### config.mk
export PLATFORM = sky130hd
export DESIGN_NAME = goertzel_bin_sched
export DESIGN_NICKNAME = d
export VERILOG_FILES = /design/src/rtl/goertzel_bin_sched.sv
export SDC_FILE = /design/constraint.sdc
export NUM_CORES = 1
export LEC_CHECK = 0
export ABC_AREA = 0
export CAP_MARGIN = 20
export CORE_MARGIN = 5
export CORE_UTILIZATION = 45
export DETAILED_ROUTE_END_ITERATION = 16
export PLACE_DENSITY = 0.81
export REMOVE_ABC_BUFFERS = 1
export SLEW_MARGIN = 5
export SYNTH_ARGS = -nofsm -noshare
export SYNTH_HDL_FRONTEND = slang
export SYNTH_SLANG_ARGS = --single-unit
### constraint.sdc
create_clock -name clk -period 2.7 [get_ports clk]
set_input_delay 0.54 -clock clk [delete_from_list [all_inputs] [get_ports clk]]
set_output_delay 0.54 -clock clk [all_outputs]
set_load 0.05 [all_outputs]
### src/rtl/goertzel_bin_sched.sv
// Sequencer that time-shares one Goertzel iteration datapath across NF bins.
// Each accepted sample is issued to the datapath once per bin, in bin order.
module goertzel_bin_sched #(
  parameter int NF = 11,
  parameter int NS = 1000,
  parameter int DW = 32
) (
  input  logic          clk,
  input  logic          rst,
  input  logic          start,
  input  logic          abort,
  input  logic          coef_valid,
  input  logic          smp_valid,
  output logic          smp_ready,
  input  logic [DW-1:0] smp_data,
  output logic          dp_req,
  input  logic          dp_ack,
  output logic [7:0]    dp_bin,
  output logic [DW-1:0] dp_smp,
  output logic          dp_first,
  output logic          dp_last,
  output logic [15:0]   smp_cnt,
  output logic          busy,
  output logic          done
);

  if (NF < 1 || NF > 255) begin : g_bad_nf
    $error("goertzel_bin_sched: NF must be in 1..255");
  end
  if (NS < 2 || NS > 65535) begin : g_bad_ns
    $error("goertzel_bin_sched: NS must be in 2..65535");
  end

  localparam logic [7:0]  LAST_BIN = 8'(NF - 1);
  localparam logic [15:0] LAST_SMP = 16'(NS - 1);

  typedef enum logic [2:0] {
    IDLE,
    WAIT_COEF,
    WAIT_SMP,
    ISSUE,
    DONE
  } state_t;

  state_t          state_q, state_d;
  logic [7:0]      dp_bin_q, dp_bin_d;
  logic [DW-1:0]   dp_smp_q, dp_smp_d;
  logic [15:0]     smp_cnt_q, smp_cnt_d;

  always_comb begin
    // NOTE: every signal gets its hold value first so no path through the case infers a latch.
    state_d   = state_q;
    dp_bin_d  = dp_bin_q;
    dp_smp_d  = dp_smp_q;
    smp_cnt_d = smp_cnt_q;

    unique case (state_q)
      IDLE: begin
        if (start && !abort) begin
          state_d   = coef_valid ? WAIT_SMP : WAIT_COEF;
          smp_cnt_d = '0;
          dp_bin_d  = '0;
        end
      end
      WAIT_COEF: begin
        if (abort)           state_d = IDLE;
        else if (coef_valid) state_d = WAIT_SMP;
      end
      WAIT_SMP: begin
        if (abort) begin
          state_d = IDLE;
        end else if (smp_valid) begin
          dp_smp_d = smp_data;
          dp_bin_d = '0;
          state_d  = ISSUE;
        end
      end
      ISSUE: begin
        if (abort) begin
          state_d = IDLE;
        end else if (dp_ack) begin
          if (dp_bin_q != LAST_BIN) begin
            dp_bin_d = dp_bin_q + 8'd1;
          end else if (smp_cnt_q != LAST_SMP) begin
            smp_cnt_d = smp_cnt_q + 16'd1;
            state_d   = WAIT_SMP;
          end else begin
            state_d = DONE;
          end
        end
      end
      DONE:    state_d = IDLE;
      default: state_d = IDLE;
    endcase
  end

  always_ff @(posedge clk) begin
    // NOTE: state is updated with <= so every flop samples the pre-edge values.
    if (rst) begin
      state_q   <= IDLE;
      dp_bin_q  <= '0;
      dp_smp_q  <= '0;
      smp_cnt_q <= '0;
    end else begin
      state_q   <= state_d;
      dp_bin_q  <= dp_bin_d;
      dp_smp_q  <= dp_smp_d;
      smp_cnt_q <= smp_cnt_d;
    end
  end

  // Handshake outputs are pure decodes of the state register, so they change only on clock edges.
  assign smp_ready = (state_q == WAIT_SMP);
  assign dp_req    = (state_q == ISSUE);
  assign dp_first  = dp_req && (smp_cnt_q == 16'd0);
  assign dp_last   = dp_req && (smp_cnt_q == LAST_SMP);
  assign busy      = (state_q != IDLE);
  assign done      = (state_q == DONE);
  assign dp_bin    = dp_bin_q;
  assign dp_smp    = dp_smp_q;
  assign smp_cnt   = smp_cnt_q;

endmodule
==> results.py, run 1 <==
metrics = {
    "cells_and_area": {
        "post-route-util_pct": 69.2,
        "area_growth_pct": 48.4,
        "drive_above_1_share_pct": 10.6,
        "nNetsFinal": 500,
        "stdcell_area_mm2": 0.00412,
        "n_antenna_cell": 0,
    },
    "placed_design": {
        "io_buffers": 100,
        "hpwl_um": 5660,
        "place.gp.congestion": 0.896,
        "dpl_cell_area_mm2": 0.00387,
        "pre_cts_slack_ns": 0.200,
    },
    "yosys": {
        "syn_area_mm2": 0.00278,
        "ys_warn_count": 0,
        "syn_area_per_cell_um2": 7.87,
        "synth_cells": 353,
        "synthArstFlopShare_pct": 0,
        "synth_edf_count": 0,
        "synth-seq-cells": 59,
        "ys_seq_area_share_pct": 42.5,
        "synthFlopType": "dfxtp_1",
        "synth.distinct_cells": 50,
    },
    "detailed_routing": {
        "viasPerCell": 5.50,
        "drtIter0Drc": 231,
        "wl_per_cell_um": 15.4,
        "wl_um": 8280,
        "drt.antenna.violating_nets": 0,
        "drt_pass1_iterations": 4,
        "drc": 0,
        "num_vias": 2954,
    },
    "clock_tree": {
        "clk_latency_ns": 0.33,
        "cts_buffers": 9,
        "cts_sinks": 59,
        "cts.clk_slew.worst_paths_ns": 0.07,
        "cts_max_level": 3,
        "cts_tree": "yes",
        "hold_buffers": 0,
        "ctsLongestPathBuffers": 2,
        "clock-root-buffer": "clkbuf_8",
    },
    "global_route": {
        "grt.total_usage_pct": 21.1,
        "grt.overflow.total": 0,
        "grt_pass1_wl_um": 13100,
        "grt_max_degree": 47,
        "grt_pass1_vias": 2775,
        "antenna_found_initial": 0,
    },
    "job": {
        "cap_violations": 0,
    },
    "pwr": {
        "p_leak_nw": 1.42,
        "ir_drop_uv": 302,
        "power.density_mw_per_mm2": 492,
    },
    "timing": {
        "finalHoldViolCount": 0,
        "max-slew-margin-rel_pct": 63.5,
        "finalCritPeriodShare_pct": 99.4,
        "period_minus_slack_ns": 2.68,
        "layout_setup_ws_ns": 0.0151,
        "final-setup-viol-count": 0,
        "hold_slack_ns": 0.453,
        "fin_skew_ns": 0.00633,
        "drv_slew": 0,
        "fmaxAchievable_mhz": 372,
        "worst-slew-pin-transition_ns": 0.546,
    },
    "worst_setup_path": {
        "required_ns": 2.16,
        "endpoint_kind": "output pin",
        "cp-start-kind": "flip-flop",
        "criticalPathCategory": "reg -> out",
        "cp_max_fo": 9,
        "cp.arrival_ns": 2.14,
    },
    "floorplan": {
        "start_util_pct": 46.6,
        "io_pins": 101,
        "die_w_um": 88.6,
        "die_y_um": 88.6,
        "dieArea_mm2": 0.00784,
        "num_rows": 28,
        "core_area_mm2": 0.00596,
    },
    "worst_hold_path": {
        "hp-class": "reg -> reg",
    },
    "run_status": {
        "status": "finished clean",
    },
}
[state kept, by name, summed over array words and instances (netlist names)]
signal   cells
dp_bin       8
smp_cnt     16
state_q      3
dp_smp      32
[what timing repair did]
action / 4_1_cts / 5_1_grt
pin swaps: 1 / 1
setup endpoints to repair: 1 / 2
buffers inserted: 0 / 4
resized for setup: 0 / 2
[power by group]
part	leakage, nW	internal (W)	switching (W)
Clock	0.109	0.000517	0.000351
Sequential	0.476	0.000884	0.0000141
Combinational	0.839	0.000113	0.000149
[cells by family (layout without fill, tap and decap cells)]
logic type	after synthesis	in the layout	synth area share [%]
AND/OR/NAND/NOR	164	164	29.5
AO/OA/AOI/OAI	85	85	18.2
flip-flops	59	59	42.5
buffers and inverters	31	140	4.73
XOR/XNOR	7	7	2.21
adder cells (fa/ha/maj)	4	4	1.80
multiplexers	3	3	1.08
[final timing paths]
path	slack, ns	start	end	depth (start not counted)
max	0.02	smp_cnt[11]$_SDFFE_PP0P_	dp_last	4
min reg2reg	0.45	dp_smp[15]$_SDFFE_PP0P_	dp_smp[15]$_SDFFE_PP0P_	2
min	0.45	dp_smp[15]$_SDFFE_PP0P_	dp_smp[15]$_SDFFE_PP0P_	2
max reg2reg	0.45	smp_cnt[11]$_SDFFE_PP0P_	state_q[1]$_SDFFE_PP0P_	7
[cell usage after synthesis, drive strengths merged, types with 2 or more instances]
| cell | number | area, um^2 |
|---|---|---|
| a211oi | 2 | 20.0 |
| a21oi | 50 | 250 |
| a31oi | 2 | 12.5 |
| and2 | 6 | 37.5 |
| and3 | 2 | 12.5 |
| and4 | 2 | 17.5 |
| buf | 7 | 41.3 |
| clkbuf | 15 | 56.3 |
| dfxtp | 59 | 1180 |
| ha | 4 | 50.1 |
| inv | 9 | 33.8 |
| mux2i | 3 | 30.0 |
| nand2 | 79 | 297 |
| nand2b | 2 | 12.5 |
| nand3 | 14 | 80.1 |
| nand4 | 9 | 56.3 |
| nand4b | 2 | 17.5 |
| nor2 | 17 | 66.3 |
| nor2b | 3 | 18.8 |
| nor3 | 11 | 55.1 |
| nor3b | 2 | 15.0 |
| nor4 | 6 | 52.6 |
| o211ai | 4 | 30.0 |
| o21ai | 13 | 65.1 |
| o31ai | 4 | 30.0 |
| or3b | 2 | 17.5 |
| or4 | 5 | 41.3 |
| xor2 | 6 | 52.6 |
[cells in the final DEF (no fill, tap or decap), types with 6 or more instances in the layout]
cell type,synthesis,layout
nor2_1,16,16
nor3_1,11,11
xor2_1,6,6
nand2_1,79,79
nand3_1,12,12
inv_1,7,7
o21ai_0,12,12
dfxtp_1,59,59
a21oi_1,50,50
clkbuf_8,0,9
buf_4,0,16
nand4_1,9,9
clkdlybuf4s50_1,0,95
[worst max-delay path: stages (launching register included)]
cell and delay (ns):
dfxtp_1 0.41, or4_4 0.60, nor4_4 0.39, and2_2 0.26, buf_12 0.14
[through the flow]
stage	instances	TNS, ns	total power (W)
CTS	533	0	0.00205
floorplan	331	-0.105	0.00105
finish	537	0	0.00203
detailed placement	517	0	0.00118
global route	537	-0.0821	0.00211
global placement	517	0	0.00117
[cell type report]
cell class / instances / area, um^2
inverter: 9 / 33.8
multi-input combinational: 263 / 1470
clock buffer: 9 / 124
timing repair buffer: 115 / 1130
clock inverter: 7 / 91.3
sequential: 59 / 1180
fill: 464 / 1840
tap: 75 / 93.8
[metal layers]
metal / global-route usage, % / vias up / routed length [um]
met5: 0 / - / 0
met4: 7.01 / 0 / 80
met3: 5.59 / 13 / 820
met2: 32.7 / 149 / 3710
met1: 28.8 / 1336 / 3660
li1: - / 1456 / -
(Power assumes the default switching activity.)
==> inputs of run 2 (changes only) <==
--- a/config.mk
+++ b/config.mk
@@ -7,10 +7,12 @@
 export LEC_CHECK = 0
 export ABC_AREA = 0
 export CAP_MARGIN = 20
+export CORE_ASPECT_RATIO = 1.4
 export CORE_MARGIN = 5
-export CORE_UTILIZATION = 45
+export CORE_UTILIZATION = 54
 export DETAILED_ROUTE_END_ITERATION = 16
-export PLACE_DENSITY = 0.81
+export DONT_BUFFER_PORTS = 1
+export PLACE_DENSITY = 0.69
 export REMOVE_ABC_BUFFERS = 1
 export SLEW_MARGIN = 5
 export SYNTH_ARGS = -nofsm -noshare
==> constraint.sdc (replaced) <==
create_clock -name clk -period 2.95 [get_ports clk]
set_input_delay 0.59 -clock clk [delete_from_list [all_inputs] [get_ports clk]]
set_output_delay 0.59 -clock clk [all_outputs]
set_load 0.05 [all_outputs]
==> results.py, run 2 (synthesis gave the netlist of run 1 again) <==
metrics = {
    "global_route": {
        "grt.total_usage_pct": 21.4,
        "antenna_found_initial": 0,
        "grt_pass1_vias": 2438,
        "grt.overflow.total": 0,
        "grt_max_degree": 51,
        "grt_pass1_wl_um": 11500,
    },
    "cells_and_area": {
        "regArea_mm2": 0.00118,
        "fill_cells": 460,
        "nNetsFinal": 412,
        "mostFrequentLayoutCell": "nand2_1",
        "final_cell_mix": "nand2_1, dfxtp_1, a21oi_1",
        "drive_above_1_share_pct": 15.2,
        "n_antenna_cell": 0,
        "multi_input_area_mm2": 0.00147,
        "area_growth_pct": 16.0,
        "largest_reg_flops": 32,
    },
    "worst_setup_path": {
        "required_ns": 2.36,
        "timing.rr.end": "smp_cnt[9]$_SDFFE_PP0P_",
        "cp-start-kind": "flip-flop",
        "r2r_start": "smp_cnt[15]$_SDFFE_PP0P_",
        "criticalPathCategory": "reg -> out",
        "cp_max_fo": 5,
        "cp.arrival_ns": 2.17,
        "regToRegSetupSlack_ns": 0.61,
        "endpoint_kind": "output pin",
        "r2r_cells": 5,
    },
    "floorplan": {
        "start_util_pct": 54.6,
        "die_y_um": 94.8,
        "core_area_mm2": 0.00508,
        "io_pins": 101,
        "dieArea_mm2": 0.00670,
        "die_w_um": 70.6,
        "num_rows": 31,
    },
    "placed_design": {
        "place.gp.congestion": 0.852,
        "pre_cts_slack_ns": 0.567,
        "hpwl_um": 5080,
        "io_buffers": 0,
    },
    "timing": {
        "max-slew-margin-rel_pct": 43.2,
        "layout_setup_ws_ns": 0.192,
        "worst-slew-pin-transition_ns": 0.848,
        "finalHoldViolCount": 0,
        "setup_tns_ns": 0,
        "grt_setup_unrepaired": "no",
        "finalCritPeriodShare_pct": 93.5,
        "period_minus_slack_ns": 2.76,
        "drv_slew": 0,
        "fin_skew_ns": 0.00571,
        "fmaxAchievable_mhz": 363,
        "final-setup-viol-count": 0,
    },
    "pwr": {
        "ir_drop_uv": 322,
        "power.density_mw_per_mm2": 586,
        "p_leak_nw": 1.12,
    },
    "detailed_routing": {
        "highest_layer": "met4",
        "drtIter0Drc": 128,
        "wl_um": 7040,
        "drt.antenna.violating_nets": 0,
        "drc": 0,
        "viasPerCell": 5.82,
        "wl_per_cell_um": 16.0,
        "drt_pass1_iterations": 4,
        "num_vias": 2560,
        "wl_met3_um": 731,
        "met1Wirelength_um": 2680,
        "met2_length_um": 3430,
    },
    "job": {
        "cap_violations": 0,
    },
    "clock_tree": {
        "cts_tree": "yes",
        "cts.clk_slew.worst_paths_ns": 0.07,
        "post-cts-setup-buffer-count": 0,
        "clock-root-buffer": "clkbuf_8",
        "cts_sinks": 59,
        "ctsResizeCount": 0,
        "clk_latency_ns": 0.34,
        "cts_buffers": 9,
        "ctsLongestPathBuffers": 2,
        "hold_buffers": 0,
        "cts_max_level": 3,
    },
    "worst_hold_path": {
        "whs_endpoint": "smp_cnt[6]$_SDFFE_PP0P_",
        "hold-path-cell-count": 1,
        "hp-start": "rst",
        "hp-class": "in -> reg",
    },
    "run_status": {
        "status": "finished clean",
    },
}
run 2: changes by cell type in the layout (fill, tap and decap cells not counted), sizes merged:
cell,before,now
dlymetal6s2s,1,0
buf,19,27
clkdlybuf4s50,95,0
clkbuf,9,10
bufinv,2,3
clkinv,3,1
run 2: critical path, stage by stage (launching register included):
cell and delay (ns):
dfxtp_1 0.31, or4_1 0.60, nor4_4 0.40, and2_1 0.53
run 2: power by group:
group          switching (W)  internal [W]
Clock               0.000329      0.000585
Combinational      0.0000865     0.0000406
Sequential         0.0000385      0.000809
run 2: how the worst max path moves through the flow:
| stage | startpoint | endpoint | slack [ns] | cells past startpoint |
|---|---|---|---|---|
| final | smp_cnt[15]$_SDFFE_PP0P_ | dp_last | 0.19 | 3 |
| after global routing | smp_cnt[15]$_SDFFE_PP0P_ | dp_last | 0.14 | 3 |
| after CTS | smp_cnt[15]$_SDFFE_PP0P_ | dp_last | 0.19 | 3 |
| after detailed placement | smp_cnt[15]$_SDFFE_PP0P_ | dp_last | 0.57 | 3 |
| after global placement | smp_cnt[15]$_SDFFE_PP0P_ | dp_last | 0.58 | 3 |
| after floorplan | smp_cnt[11]$_SDFFE_PP0P_ | dp_first | 0.09 | 2 |
run 2: layout make-up:
cell class | instances | share of cell area (%)
Clock buffer | 10 | 4.27
Inverter | 9 | 1.05
Tap cell | 66 | 2.56
Sequential cell | 59 | 36.7
Timing Repair Buffer | 27 | 6.29
Multi-Input combinational cell | 263 | 45.7
Clock inverter | 6 | 3.46
run 2: stage by stage:
step	instance area, um^2	total power (W)	instances	hold WS (ns)	utilization (%)
global route	3220	0.00195	440	0.296	63.4
global placement	2970	0.000991	424	0.569	58.5
floorplan	2680	0.000958	331	0.516	-
CTS	3220	0.00190	440	0.303	63.4
finish	3220	0.00189	440	0.315	63.4
detailed placement	2970	0.000993	424	0.578	58.5
run 2: per-layer routing:
layer,global-route usage (%),up-vias
met2,35.4,111
li1,-,1271
met5,0,-
met3,8.63,21
met4,11.4,0
met1,23.3,1157
